**src/rtl/prange_pkg.sv**
```systemverilog
// Shared definitions for the lane-parallel range generator: state encoding,
// guard-width constant and the direction-aware range test.
package prange_pkg;

    localparam int GUARD_BITS = 2;
    localparam int RANGE_W    = 64;

    typedef enum logic [0:0] {
        ST_IDLE = 1'b0,
        ST_RUN  = 1'b1
    } state_e;

    // Caller sign-extends both operands to RANGE_W; step==0 is handled by the caller.
    function automatic logic in_range(input logic signed [RANGE_W-1:0] v,
                                      input logic signed [RANGE_W-1:0] limit,
                                      input logic                      step_neg);
        return step_neg ? (v > limit) : (v < limit);
    endfunction

endpackage

```
**src/rtl/prange_lane_calc.sv**
```systemverilog
// Combinational beat calculator: lane values, contiguous valid mask and the
// look-ahead flags for the beat that would follow this one.
module prange_lane_calc
    import prange_pkg::*;
#(
    parameter int WIDTH = 32,
    parameter int LANES = 2
) (
    input  logic signed [WIDTH-1:0]       cur,
    input  logic signed [WIDTH-1:0]       step,
    input  logic signed [WIDTH-1:0]       limit,
    output logic        [LANES*WIDTH-1:0] lanes,
    output logic        [LANES-1:0]       mask,
    output logic signed [WIDTH-1:0]       next_cur,
    output logic                          next_empty,
    output logic                          overflow
);

    localparam int GW = WIDTH + GUARD_BITS;

    logic signed [GW-1:0] sum [LANES+1];
    logic signed [GW-1:0] step_ext;
    logic signed [RANGE_W-1:0] limit_ext;
    logic step_neg;
    logic step_zero;

    function automatic logic fits(input logic signed [GW-1:0] v);
        return (v[GW-1:WIDTH-1] == '0) || (v[GW-1:WIDTH-1] == '1);
    endfunction

    // Lanes are chained one step apart, so each add stays within the guard width
    // as long as the previous lane was representable; later garbage is masked off.
    always_comb begin
        logic prev;
        step_ext  = {{GUARD_BITS{step[WIDTH-1]}}, step};
        limit_ext = RANGE_W'(limit);
        step_neg  = step[WIDTH-1];
        step_zero = (step == '0);
        sum[0]    = {{GUARD_BITS{cur[WIDTH-1]}}, cur};
        for (int k = 1; k <= LANES; k++) begin
            sum[k] = sum[k-1] + step_ext;
        end

        lanes = '0;
        mask  = '0;
        prev  = !step_zero;
        for (int k = 0; k < LANES; k++) begin
            lanes[k*WIDTH +: WIDTH] = sum[k][WIDTH-1:0];
            mask[k] = prev && fits(sum[k]) && in_range(RANGE_W'(sum[k]), limit_ext, step_neg);
            prev    = mask[k];
        end

        overflow   = !fits(sum[LANES]);
        next_cur   = sum[LANES][WIDTH-1:0];
        next_empty = !mask[LANES-1] || overflow ||
                     !in_range(RANGE_W'(sum[LANES]), limit_ext, step_neg);
    end

endmodule

```
**src/rtl/prange.sv**
```systemverilog
// Lane-parallel range generator: FSM and registered beat around prange_lane_calc,
// driven through the standard _start/_ready/_valid/_done generator handshake.
module prange
    import prange_pkg::*;
#(
    parameter int WIDTH = 32,
    parameter int LANES = 2
) (
    input  logic                          _clock,
    input  logic                          _reset,
    input  logic                          _start,
    input  logic                          _ready,
    input  logic signed [WIDTH-1:0]       base,
    input  logic signed [WIDTH-1:0]       limit,
    input  logic signed [WIDTH-1:0]       step,
    output logic                          _done,
    output logic                          _valid,
    output logic signed [LANES*WIDTH-1:0] _outs,
    output logic        [LANES-1:0]       _mask
);

    state_e state;
    logic done_q;
    logic more_q;
    logic signed [WIDTH-1:0] cur_q;
    logic signed [WIDTH-1:0] step_q;
    logic signed [WIDTH-1:0] limit_q;
    logic [LANES*WIDTH-1:0] outs_q;
    logic [LANES-1:0] mask_q;

    logic signed [WIDTH-1:0] calc_cur;
    logic signed [WIDTH-1:0] calc_step;
    logic signed [WIDTH-1:0] calc_limit;
    logic [LANES*WIDTH-1:0] calc_lanes;
    logic [LANES-1:0] calc_mask;
    logic signed [WIDTH-1:0] calc_next;
    logic calc_next_empty;
    logic calc_overflow;

    // cur_q always holds the first value of the beat after the one on the outputs,
    // so the calculator precomputes whatever gets loaded on the next accept.
    assign calc_cur   = _start ? base  : cur_q;
    assign calc_step  = _start ? step  : step_q;
    assign calc_limit = _start ? limit : limit_q;

    prange_lane_calc #(
        .WIDTH(WIDTH),
        .LANES(LANES)
    ) u_calc (
        .cur        (calc_cur),
        .step       (calc_step),
        .limit      (calc_limit),
        .lanes      (calc_lanes),
        .mask       (calc_mask),
        .next_cur   (calc_next),
        .next_empty (calc_next_empty),
        .overflow   (calc_overflow)
    );

    always_ff @(posedge _clock) begin
        if (_reset) begin
            state   <= ST_IDLE;
            done_q  <= 1'b1;
            more_q  <= 1'b0;
            cur_q   <= '0;
            step_q  <= '0;
            limit_q <= '0;
            outs_q  <= '0;
            mask_q  <= '0;
        end else if (_start) begin
            step_q  <= step;
            limit_q <= limit;
            done_q  <= 1'b0;
            if (calc_mask[0]) begin
                state  <= ST_RUN;
                outs_q <= calc_lanes;
                mask_q <= calc_mask;
                cur_q  <= calc_next;
                more_q <= !calc_next_empty && !calc_overflow;
            end else begin
                // Empty sequence: stay idle but drop _done for one cycle.
                state  <= ST_IDLE;
                mask_q <= '0;
                more_q <= 1'b0;
            end
        end else if (state == ST_RUN) begin
            if (_ready) begin
                if (more_q) begin
                    outs_q <= calc_lanes;
                    mask_q <= calc_mask;
                    cur_q  <= calc_next;
                    more_q <= !calc_next_empty && !calc_overflow;
                end else begin
                    state  <= ST_IDLE;
                    done_q <= 1'b1;
                    mask_q <= '0;
                end
            end
        end else begin
            done_q <= 1'b1;
        end
    end

    assign _valid = (state == ST_RUN);
    assign _done  = done_q;
    assign _outs  = outs_q;
    assign _mask  = mask_q;

endmodule
```
**config.mk**
```make
export PLATFORM = sky130hd
export DESIGN_NAME = prange
export DESIGN_NICKNAME = d
export VERILOG_FILES = /design/src/rtl/prange_pkg.sv /design/src/rtl/prange_lane_calc.sv /design/src/rtl/prange.sv
export SDC_FILE = /design/constraint.sdc
export NUM_CORES = 1
export LEC_CHECK = 0
export ABC_AREA = 1
export CAP_MARGIN = 20
export CORE_MARGIN = 8
export CORE_UTILIZATION = 44
export DETAILED_ROUTE_END_ITERATION = 8
export PLACE_DENSITY = 0.72
export SYNTH_ARGS = -nofsm -noshare
export SYNTH_HDL_FRONTEND = slang
export SYNTH_SLANG_ARGS = --single-unit
```
**constraint.sdc**
```tcl
create_clock -name _clock -period 10 [get_ports _clock]
set_input_delay 2 -clock _clock [delete_from_list [all_inputs] [get_ports _clock]]
set_output_delay 2 -clock _clock [all_outputs]
set_load 0.02 [all_outputs]
```
* Word-level counts from Yosys, hierarchy flattened *
Cells that the tools add are included.

word-level totals
  flip-flop bits (word level) = 165
  output and inout port bits = 68
  word-level logic and storage cells = 82
  bits of input ports = 100

operators by class
  reductions and logical operators = 25
  magnitude comparators = 6
  equality and inequality tests = 6
  add/subtract/negate cells = 2
  multiplexer cells = 35

operator list
  kind                                            count
  two-way mux 64 bit                              5
  two-way mux 32 bit                              8
  adder 33 x 32 -> 34 bit                         1
  greater-than comparator 34 x 32 -> 1 bit        1
  less-than comparator 34 x 32 -> 1 bit           1
  adder 32 x 32 -> 33 bit                         1
  greater-than comparator 33 x 32 -> 1 bit        1
  less-than comparator 33 x 32 -> 1 bit           1
  greater-than comparator 32 bit                  1
  logical NOT 32 bit                              1
  less-than comparator 32 bit                     1
  two-way mux 1 bit                               17
  two-way mux 2 bit                               5
  equality test 3 bit (second input constant)     3
  logical NOT 3 bit                               3
  != test 3 bit (second input constant)           2
  nonzero test 2 bit                              3
  logical AND 1 bit                               5
  logical NOT 1 bit                               5
  logical OR 1 bit                                5
  AND reduction 2 bit                             2
  AND reduction 4 bit                             1
  != test 2 x 1 -> 1 bit (second input constant)  1

* Logic depth before layout (Yosys ltp) *
Gate-level depths: netlist (run 1).

  depth after elaboration = 16
  mapped depth = 50
  depth with buffers taken out = 48

* Hierarchy *
Synthesis (run 1) repeated with hierarchy kept, for this count alone.

second synthesis, totals
  cell total of the unflattened synthesis = 2195
  area total of the unflattened synthesis = 13842.0 um^2

by module, submodules not included
  module            cells an instance  area each (um^2)  times used
  prange            1103               7265.7            1
  prange_lane_calc  1092               6576.3            1

* Worst setup path before layout (run 1) *
No wires, ideal clock.

  kind = input to register
  start = input port _start
  end = register more_q
  stages on the path = 43
  arrival = 7.559 ns
  path slack = 2.370 ns
  path buffers = 3
  path through = buf_2 > buf_2 > clkbuf_1 > o21ai_0 > inv_1 > ha_1 > fa_1 > nand2_1 > nand2_1 > o21ai_1 > o211ai_1 > nand2_1 > nand2_1 > a21boi_0 > o21ai_2 > a21oi_1 > o21ai_1 > xnor2_1 > (+7 left out) > nand2_1 > nand2_1 > ha_1 > nand2_1 > inv_1 > nand3_1 > nor2_1 > nand3b_1 > inv_1 > a21oi_1 > nand2_1 > nor2_1 > nand3_1 > nand3_1 > nand2_1 > inv_1 > nand3_1 > a21oi_1

between the ends
  elaborated cells on any way between the ends = 44
  those cells by class = add/sub (2); order compare (6); eq/ne (3); mux (11); reduce/logical (22)

RTL lines
  item                                                             RTL line                    source
  start, declared                                                  prange.sv:11                input logic _start,
  two-way mux 32 bit (*)                                           prange.sv:42                assign calc_cur = _start ? base : cur_q;
  net calc_cur[0]                                                  prange.sv:31                logic signed [WIDTH-1:0] calc_cur;
  adder 32 x 32 -> 33 bit (*)                                      prange_lane_calc.sv:41      sum[k] = sum[k-1] + step_ext;
  net calc_lanes[58]                                               prange.sv:34                logic [LANES*WIDTH-1:0] calc_lanes;
  branches (longest 7 deep; another with adder 33 x 32 -> 34 bit)  -
  logical AND 1 bit (*)                                            prange.sv:79, prange.sv:92
  two-way mux 1 bit                                                prange.sv:88                if (more_q) begin
  two-way mux 1 bit                                                prange.sv:87                if (_ready) begin
  two-way mux 1 bit                                                prange.sv:86                end else if (state == ST_RUN) begin
  two-way mux 1 bit (*)                                            prange.sv:70                end else if (_start) begin
  end signal, assigned                                             prange.sv:79                more_q <= !calc_next_empty && !calc_overflow;
  end signal, assigned                                             prange.sv:92                more_q <= !calc_next_empty && !calc_overflow;
  end, declared                                                    prange.sv:24                logic more_q;

Mark *: on every way through the listed nets, which the timed path passes. The select of a mux whose other input is x is not followed.
A chain may end at the register's enable or synchronous reset.

* Final worst setup path (run 1) *
  start = input port step[1]
  end = register more_q

between the ends
  elaborated cells on any way between the ends = 33
  those cells by class = add/sub (2); order compare (4); eq/ne (2); mux (8); reduce/logical (17)

RTL lines
  item                                                             RTL line                    source
  start, declared                                                  prange.sv:15                input logic signed [WIDTH-1:0] step,
  two-way mux 32 bit (*)                                           -
  net calc_step[1]                                                 prange.sv:32                logic signed [WIDTH-1:0] calc_step;
  adder 32 x 32 -> 33 bit (*)                                      prange_lane_calc.sv:41
  net calc_lanes[59]                                               prange.sv:34
  branches (longest 7 deep; another with adder 33 x 32 -> 34 bit)  -
  logical AND 1 bit (*)                                            prange.sv:79, prange.sv:92
  two-way mux 1 bit                                                prange.sv:88
  two-way mux 1 bit                                                prange.sv:87
  two-way mux 1 bit                                                prange.sv:86
  two-way mux 1 bit (*)                                            prange.sv:70

Marks and branches as above.

==> results of run 1 <==
## how the worst min path moves through the flow
stage | start | to | slack [ns]
6_report | cur_q[5] | cur_q[5] | 0.46
5_1_grt | step_q[15] | step_q[15] | 0.49
4_1_cts | cur_q[5] | cur_q[5] | 0.47
3_5_place_dp | cur_q[5] | cur_q[5] | 0.46
3_3_place_gp | _mask[1] | _mask[1] | 0.46
2_1_floorplan | cur_q[5] | cur_q[5] | 0.42
## report_power, final
| group | internal, mW | switching [mW] | total (mW) |
|---|---|---|---|
| registers | 0.752 | 0.0432 | 0.795 |
| logic | 0.784 | 1.32 | 2.11 |
| clock network | 0.333 | 0.324 | 0.657 |
| total | 1.87 | 1.69 | 3.56 |
## cells in the mapped netlist (8+ instances only)
master | count | share of area
sky130_fd_sc_hd__mux2i_1 | 31 | 0.026
sky130_fd_sc_hd__nand2_1 | 350 | 0.11
sky130_fd_sc_hd__xor2_1 | 42 | 0.030
sky130_fd_sc_hd__clkbuf_1 | 27 | 0.0084
sky130_fd_sc_hd__nand4_1 | 23 | 0.012
sky130_fd_sc_hd__a21oi_1 | 135 | 0.056
sky130_fd_sc_hd__dfxtp_1 | 165 | 0.27
sky130_fd_sc_hd__nor3_1 | 12 | 0.0050
sky130_fd_sc_hd__o21a_1 | 19 | 0.012
sky130_fd_sc_hd__nor2_1 | 290 | 0.090
sky130_fd_sc_hd__ha_1 | 164 | 0.17
sky130_fd_sc_hd__xnor2_1 | 18 | 0.013
sky130_fd_sc_hd__inv_1 | 124 | 0.039
sky130_fd_sc_hd__o21ai_0 | 109 | 0.045
sky130_fd_sc_hd__or2_1 | 9 | 0.0047
sky130_fd_sc_hd__nor4_1 | 11 | 0.0057
sky130_fd_sc_hd__or2_2 | 17 | 0.0088
sky130_fd_sc_hd__buf_2 | 13 | 0.0054
sky130_fd_sc_hd__buf_4 | 8 | 0.0050
sky130_fd_sc_hd__o21ai_1 | 41 | 0.017
sky130_fd_sc_hd__nand3_1 | 59 | 0.024
## cells by family (layout without fill, tap and decap cells)
logic type                 count (synthesis)  in the layout
AOI/OAI and AO/OA                        341            341
xor gates and xnor gates                  60             60
adders and majority gates                166            166
buffers and inverters                    183            335
DFF                                      165            165
muxes                                     31             31
and+or+nand+nor                          782            782
## layout make-up
cell class / instances / area share
multi-input combinational: 1380 / 0.551
sequential: 165 / 0.228
timing repair buffer: 177 / 0.120
inverter: 126 / 0.0327
clock buffer: 18 / 0.0303
tap: 341 / 0.0294
clock inverter: 14 / 0.00820
## cell usage in the layout (no fill, tap or decap), drive strengths merged, types with 18 or more instances in the layout
| master | n |
|---|---|
| a21oi | 135 |
| clkbuf | 18 |
| clkdlybuf4s50 | 165 |
| dfxtp | 165 |
| ha | 164 |
| inv | 132 |
| mux2i | 31 |
| nand2 | 351 |
| nand3 | 59 |
| nand4 | 23 |
| nor2 | 290 |
| o21a | 19 |
| o21ai | 151 |
| or2 | 28 |
| xnor2 | 18 |
| xor2 | 42 |
## metrics by stage
| stage | setup WS, ns | util |
|---|---|---|
| final | 1.69 | 0.538 |
| after detailed placement | 1.28 | 0.517 |
| after floorplan | 2.37 | - |
| after global routing | 1.01 | 0.538 |
| after CTS | 1.73 | 0.538 |
| after global placement | 1.30 | 0.517 |
## critical path: cells and delay by family
kind	cells	cell delay (ns)
and+or+nand+nor	22	2.44
AOI/OAI and AO/OA	10	1.87
adders and majority gates	3	0.95
buffers and inverters	5	0.84
xor gates and xnor gates	2	0.48
## routing by layer
layer,up-vias,track usage
li1,6051,-
met1,5517,0.301
met2,289,0.413
met3,47,0.0325
met4,0,0.0889
met5,-,0
## registers in the layout, indices dropped and copies added, names as in the netlist
name / flops
_valid: 1
_done: 1
_outs: 64
step_q: 32
more_q: 1
limit_q: 32
cur_q: 32
_mask: 2
==> insert_results.sql, run 1 <==
INSERT INTO impl_metrics (metric_group, metric, value, unit) VALUES
('timing', 'finClkSkew', '0.0157', 'ns'),
('power', 'cellPowerDensity', '246', 'nW/um2'),
('detailed_routing', 'drt_pre_antenna_iters', '5', ''),
('worst_setup_path', 'setup.reg_to_reg.worst_slack', '3.50', 'ns'),
('detailed_routing', 'remaining_drc_errors', '0', ''),
('synthesis', 'ys.flop_type', 'sky130_fd_sc_hd__dfxtp_1', ''),
('detailed_routing', 'wl_met3', '1.65', 'mm'),
('cts', 'tritoncts', 'yes', ''),
('final_layout', 'multiInputGateArea', '7990', 'um2'),
('worst_hold_path', 'min_path_type', 'reg2reg', ''),
('worst_setup_path', 'reg2reg_to', 'more_q', ''),
('final_layout', 'number_of_fill_cells_in_the_layout', '2714', ''),
('power', 'post-layout-total-power', '3.56', 'mW'),
('final_layout', 'seqCellArea', '3300', 'um2'),
('final_layout', 'area_delta_synth_final', '20.0', '%'),
('placed_design', 'post-dp-hpwl', '31.6', 'mm'),
('synthesis', 'mappedNetlistArea', '12100', 'um2'),
('worst_setup_path', 'critical-path-slowest-cell', 'sky130_fd_sc_hd__clkdlybuf4s50_1', ''),
('grt', 'grt_start_max_net_pins', '76', ''),
('detailed_routing', 'num_vias', '11904', ''),
('timing', 'unrepaired_setup_endpoints_after_global_routing', 'false', ''),
('floorplanning', 'floorplan.die.height', '182', 'um'),
('worst_setup_path', 'timing.reg2reg.worst_path_depth', '38', ''),
('timing', 'setup-tns-final', '0', 'ns'),
('synthesis', 'synth_area_in_adders', '0.173', ''),
('final_layout', 'final_layout_size_suffix_gt1_frac', '0.0356', ''),
('floorplanning', 'placement_rows', '60', ''),
('placed_design', 'dp.cells', '2189', ''),
('floorplanning', 'dieArea', '33000', 'um2'),
('worst_setup_path', 'worstSetupPathType', 'in2reg', ''),
('synthesis', 'synthesis.area_per_instance', '6.99', 'um2'),
('timing', 'final-max-slew-violation-count', '0', ''),
('worst_hold_path', 'worst_hold_path.num_cells', '2', ''),
('cts', 'clk_path_buf_depth', '2', ''),
('synthesis', 'main_combinational_cell_family_by_area_after_synthesis', 'simple AND/OR/NAND/NOR gates', ''),
('synthesis', 'total_of_flip_flops_plus_latches_after_synthesis', '165', ''),
('final_layout', 'antennaDiodeCount', '0', ''),
('worst_setup_path', 'startpoint_type', 'input pin', ''),
('cts', 'h-tree-depth', '4', ''),
('timing', 'final.hold.worst_slack', '0.464', 'ns'),
('grt', 'globalRouteOverflowTotal', '0', ''),
('detailed_routing', 'drt-vias-per-instance', '5.36', ''),
('floorplanning', 'io-pin-count', '168', ''),
('detailed_routing', 'detailroute.wirelength.met2', '19.2', 'mm'),
('grt', 'initial_antenna_violation_count', '0', ''),
('grt', 'global_route_wire_length_before_repair', '64.0', 'mm'),
('timing', 'final_min_period_over_clock_period', '0.831', ''),
('cts', 'cts-resized-gates', '0', ''),
('timing', 'timing_hold_violations_final', '0', ''),
('synthesis', 'synth_xor_area_frac', '0.0435', ''),
('run_status', 'status', 'completed', ''),
('placed_design', 'post_placement_cell_area', '13900', 'um2'),
('detailed_routing', 'drt-initial-drc-count', '697', ''),
('final_layout', 'layout.cells.non_filler', '2221', ''),
('synthesis', 'yosys.area_share.simple', '0.266', ''),
('detailed_routing', 'post_drt_wl_per_cell', '18.0', 'um'),
('worst_setup_path', 'endpoint', 'more_q', ''),
('cts', 'holdBufCountCts', '0', ''),
('worst_setup_path', 'timing.critical_path.fanout_max', '4', ''),
('detailed_routing', 'highest_layer', 'met4', ''),
('synthesis', 'synth.net_count', '1994', ''),
('worst_setup_path', 'critical_path_required', '10.28', 'ns'),
('worst_setup_path', 'timing.rr.start', 'cur_q[0]', ''),
('floorplanning', 'core_area', '27000', 'um2'),
('worst_setup_path', 'cp_common_cell', 'sky130_fd_sc_hd__nand2_1', ''),
('placed_design', 'gp_congestion', '0.929', ''),
('synthesis', 'synthMuxAreaShare', '0.0257', ''),
('grt', 'total_routing_resource_utilization_after_global_routing', '0.240', ''),
('timing', 'timing.slew.headroom', '0.386', ''),
('placed_design', 'input_output_buffers', '167', ''),
('synthesis', 'synth_sequential_area_ratio', '0.273', '');
Note: power is estimated with default switching activity, not from simulation.
==> run 2: changes to the inputs <==
==> constraint.sdc (replaced) <==
create_clock -name _clock -period 7.8 [get_ports _clock]
set_input_delay 1.56 -clock _clock [delete_from_list [all_inputs] [get_ports _clock]]
set_output_delay 1.56 -clock _clock [all_outputs]
set_load 0.02 [all_outputs]
==> run 2 against run 1 <==
Clock skew is 0.0036 ns lower. Critical path type unchanged. Sequential cell count stayed put. Power is 33% higher. Final cell count is 1.9% higher. Critical path depth is 2 lower. Combinational power is 35% higher. Clock power is 35% higher. Sequential power is 28% higher. Critical endpoint unchanged. Die area stayed put.
==> insert_results.sql, run 2 (same netlist as run 1, synthesis figures left out) <==
INSERT INTO impl_metrics (metric_group, metric, value, unit) VALUES
('floorplanning', 'io-pin-count', '168', ''),
('floorplanning', 'fp.dieW', '182', 'um'),
('grt', 'global_route_wire_length_before_repair', '64.6', 'mm'),
('timing', 'maxClockFrequency', '0.139', 'GHz'),
('power', 'vdd_drop_max', '0.151', 'mV'),
('timing', 'timing_hold_violations_final', '0', ''),
('timing', 'final.min_clock_period', '7.19', 'ns'),
('worst_setup_path', 'cp_common_cell', 'sky130_fd_sc_hd__nand2_1', ''),
('worst_hold_path', 'min_path_type', 'reg2reg', ''),
('power', 'power.leakage', '7.09', 'nW'),
('timing', 'final_setup_violation_count', '0', ''),
('worst_setup_path', 'end_kind', 'register', ''),
('grt', 'globalRouteOverflowTotal', '0', ''),
('power', 'post-layout-total-power', '4.75', 'mW'),
('cts', 'clk_path_buf_depth', '2', ''),
('final_layout', 'largest_register_ffs', '64', ''),
('final_layout', 'antennaDiodeCount', '0', ''),
('cts', 'cts.reportedPaths.clkPinSlew', '0.07', 'ns'),
('final_layout', 'final_layout_size_suffix_gt1_frac', '0.0614', ''),
('timing', 'worstMarginPinSlew', '0.927', 'ns'),
('cts', 'h-tree-depth', '4', ''),
('final_layout', 'area_delta_synth_final', '23.4', '%'),
('job', 'maxCapViolations', '0', ''),
('worst_setup_path', 'critical_path.max_stage_delay', '0.44', 'ns'),
('worst_setup_path', 'startpoint_type', 'input pin', ''),
('timing', 'finClkSkew', '0.0121', 'ns'),
('worst_setup_path', 'critical-path-slowest-cell', 'sky130_fd_sc_hd__ha_2', ''),
('grt', 'grt_start_max_net_pins', '84', ''),
('detailed_routing', 'remaining_drc_errors', '0', ''),
('cts', 'cts_num_sinks', '165', ''),
('detailed_routing', 'drt-initial-drc-count', '590', ''),
('detailed_routing', 'routed_wl', '40.3', 'mm'),
('cts', 'cts_root_buf', 'sky130_fd_sc_hd__clkbuf_16', ''),
('placed_design', 'input_output_buffers', '167', ''),
('final_layout', 'number_of_fill_cells_in_the_layout', '2671', ''),
('timing', 'setup-tns-final', '0', 'ns'),
('grt', 'initial_antenna_violation_count', '0', ''),
('floorplanning', 'placement_rows', '60', ''),
('floorplanning', 'floorplan.die.height', '182', 'um'),
('cts', 'tritoncts', 'yes', ''),
('cts', 'cts_made_buffers', '17', ''),
('detailed_routing', 'post_drt_wl_per_cell', '17.8', 'um'),
('detailed_routing', 'drt_pre_antenna_iters', '5', ''),
('power', 'cellPowerDensity', '319', 'nW/um2'),
('grt', 'total_routing_resource_utilization_after_global_routing', '0.241', ''),
('detailed_routing', 'num_vias', '12056', ''),
('placed_design', 'gp_congestion', '0.925', ''),
('detailed_routing', 'final_antenna_net_count', '0', ''),
('worst_setup_path', 'timing.critical_path.fanout_max', '6', ''),
('worst_setup_path', 'worstSetupPathType', 'in2reg', ''),
('final_layout', 'highest_count_cells_in_the_layout_ignoring_fill_and_taps', '348 x sky130_fd_sc_hd__nand2_1, 290 x sky130_fd_sc_hd__nor2_1, 165 x sky130_fd_sc_hd__dfxtp_1, 165 x sky130_fd_sc_hd__clkdlybuf4s50_1, 162 x sky130_fd_sc_hd__ha_1', ''),
('timing', 'final-max-slew-violation-count', '0', ''),
('placed_design', 'post-dp-hpwl', '32.0', 'mm'),
('timing', 'final_min_period_over_clock_period', '0.921', ''),
('cts', 'clk-insertion-delay-late', '0.44', 'ns'),
('worst_setup_path', 'critical_path_arrival', '7.46', 'ns'),
('run_status', 'status', 'completed', ''),
('timing', 'timing.slew.headroom', '0.377', ''),
('timing', 'unrepaired_setup_endpoints_after_global_routing', 'false', ''),
('grt', 'first_global_vias', '12239', ''),
('timing', 'final.hold.worst_slack', '0.448', 'ns'),
('final_layout', 'nNetsFinal', '2177', ''),
('cts', 'holdBufCountCts', '0', ''),
('floorplanning', 'dieArea', '33000', 'um2'),
('worst_setup_path', 'critical_path_required', '8.07', 'ns'),
('floorplanning', 'effective_utilization_at_floorplan', '0.448', ''),
('floorplanning', 'core_area', '27000', 'um2'),
('detailed_routing', 'drt-vias-per-instance', '5.33', ''),
('final_layout', 'layout.cells.most_common', 'sky130_fd_sc_hd__nand2_1', '');
## run 2: cell count changes in the layout (fill, tap and decap cells not counted), sizes merged
cell      delta
buf         +44
bufinv       +2
clkbuf       +1
clkinv       -3
clkinvlp     +1
inv          -2
## run 2: path summary, 6_finish.rpt
path,end,from,cells after the start,slack [ns]
setup reg to reg,more_q,cur_q[0],38,1.99
hold / removal,cur_q[5],cur_q[5],2,0.45
hold reg to reg,cur_q[5],cur_q[5],2,0.45
setup / recovery,more_q,base[0],40,0.61
## run 2: repair_timing
| item | 4_1_cts | 5_1_grt |
|---|---|---|
| buffers inserted | 0 | 4 |
| resized for setup | 0 | 12 |
| endpoints found under the setup margin | 0 | 1 |
## run 2: worst max-delay path, delay by kind of cell
family | cells | cell delay, ns
simple gates | 20 | 2.13
xor+xnor | 2 | 0.43
buf+inv | 6 | 0.83
fa+ha+maj | 4 | 1.35
compound gates | 8 | 1.11
## run 2: routing by layer
metal / share of wire / GRT usage / routed length, um
met5: 0 / 0 / 0
met4: 0.032 / 0.0853 / 1310
met3: 0.038 / 0.0363 / 1540
met2: 0.47 / 0.419 / 19000
met1: 0.46 / 0.298 / 18400
## run 2: per-stage QoR
stage	cells	util	cell area, um2	worst slack, ns
2_1_floorplan	1728	-	12100	0.610
3_3_place_gp	2229	0.529	14200	0.157
3_5_place_dp	2229	0.529	14200	0.0828
4_1_cts	2260	0.550	14800	0.515
5_1_grt	2264	0.553	14900	0.00158
6_report	2264	0.553	14900	0.615
## run 2: area by class of cell
class	instances	area (um2)	area share
tap	341	427	0.0286
timing repair buffer	221	2080	0.140
clock inverter	12	145	0.00974
clock buffer	19	443	0.0297
sequential	165	3300	0.222
inverter	126	474	0.0318
multi-input combinational	1380	8030	0.539
## run 2: where the power goes
group,total [mW],internal [mW],switching (mW)
Clock,0.885,0.486,0.399
Sequential,1.02,0.964,0.0564
Combinational,2.85,1.10,1.75
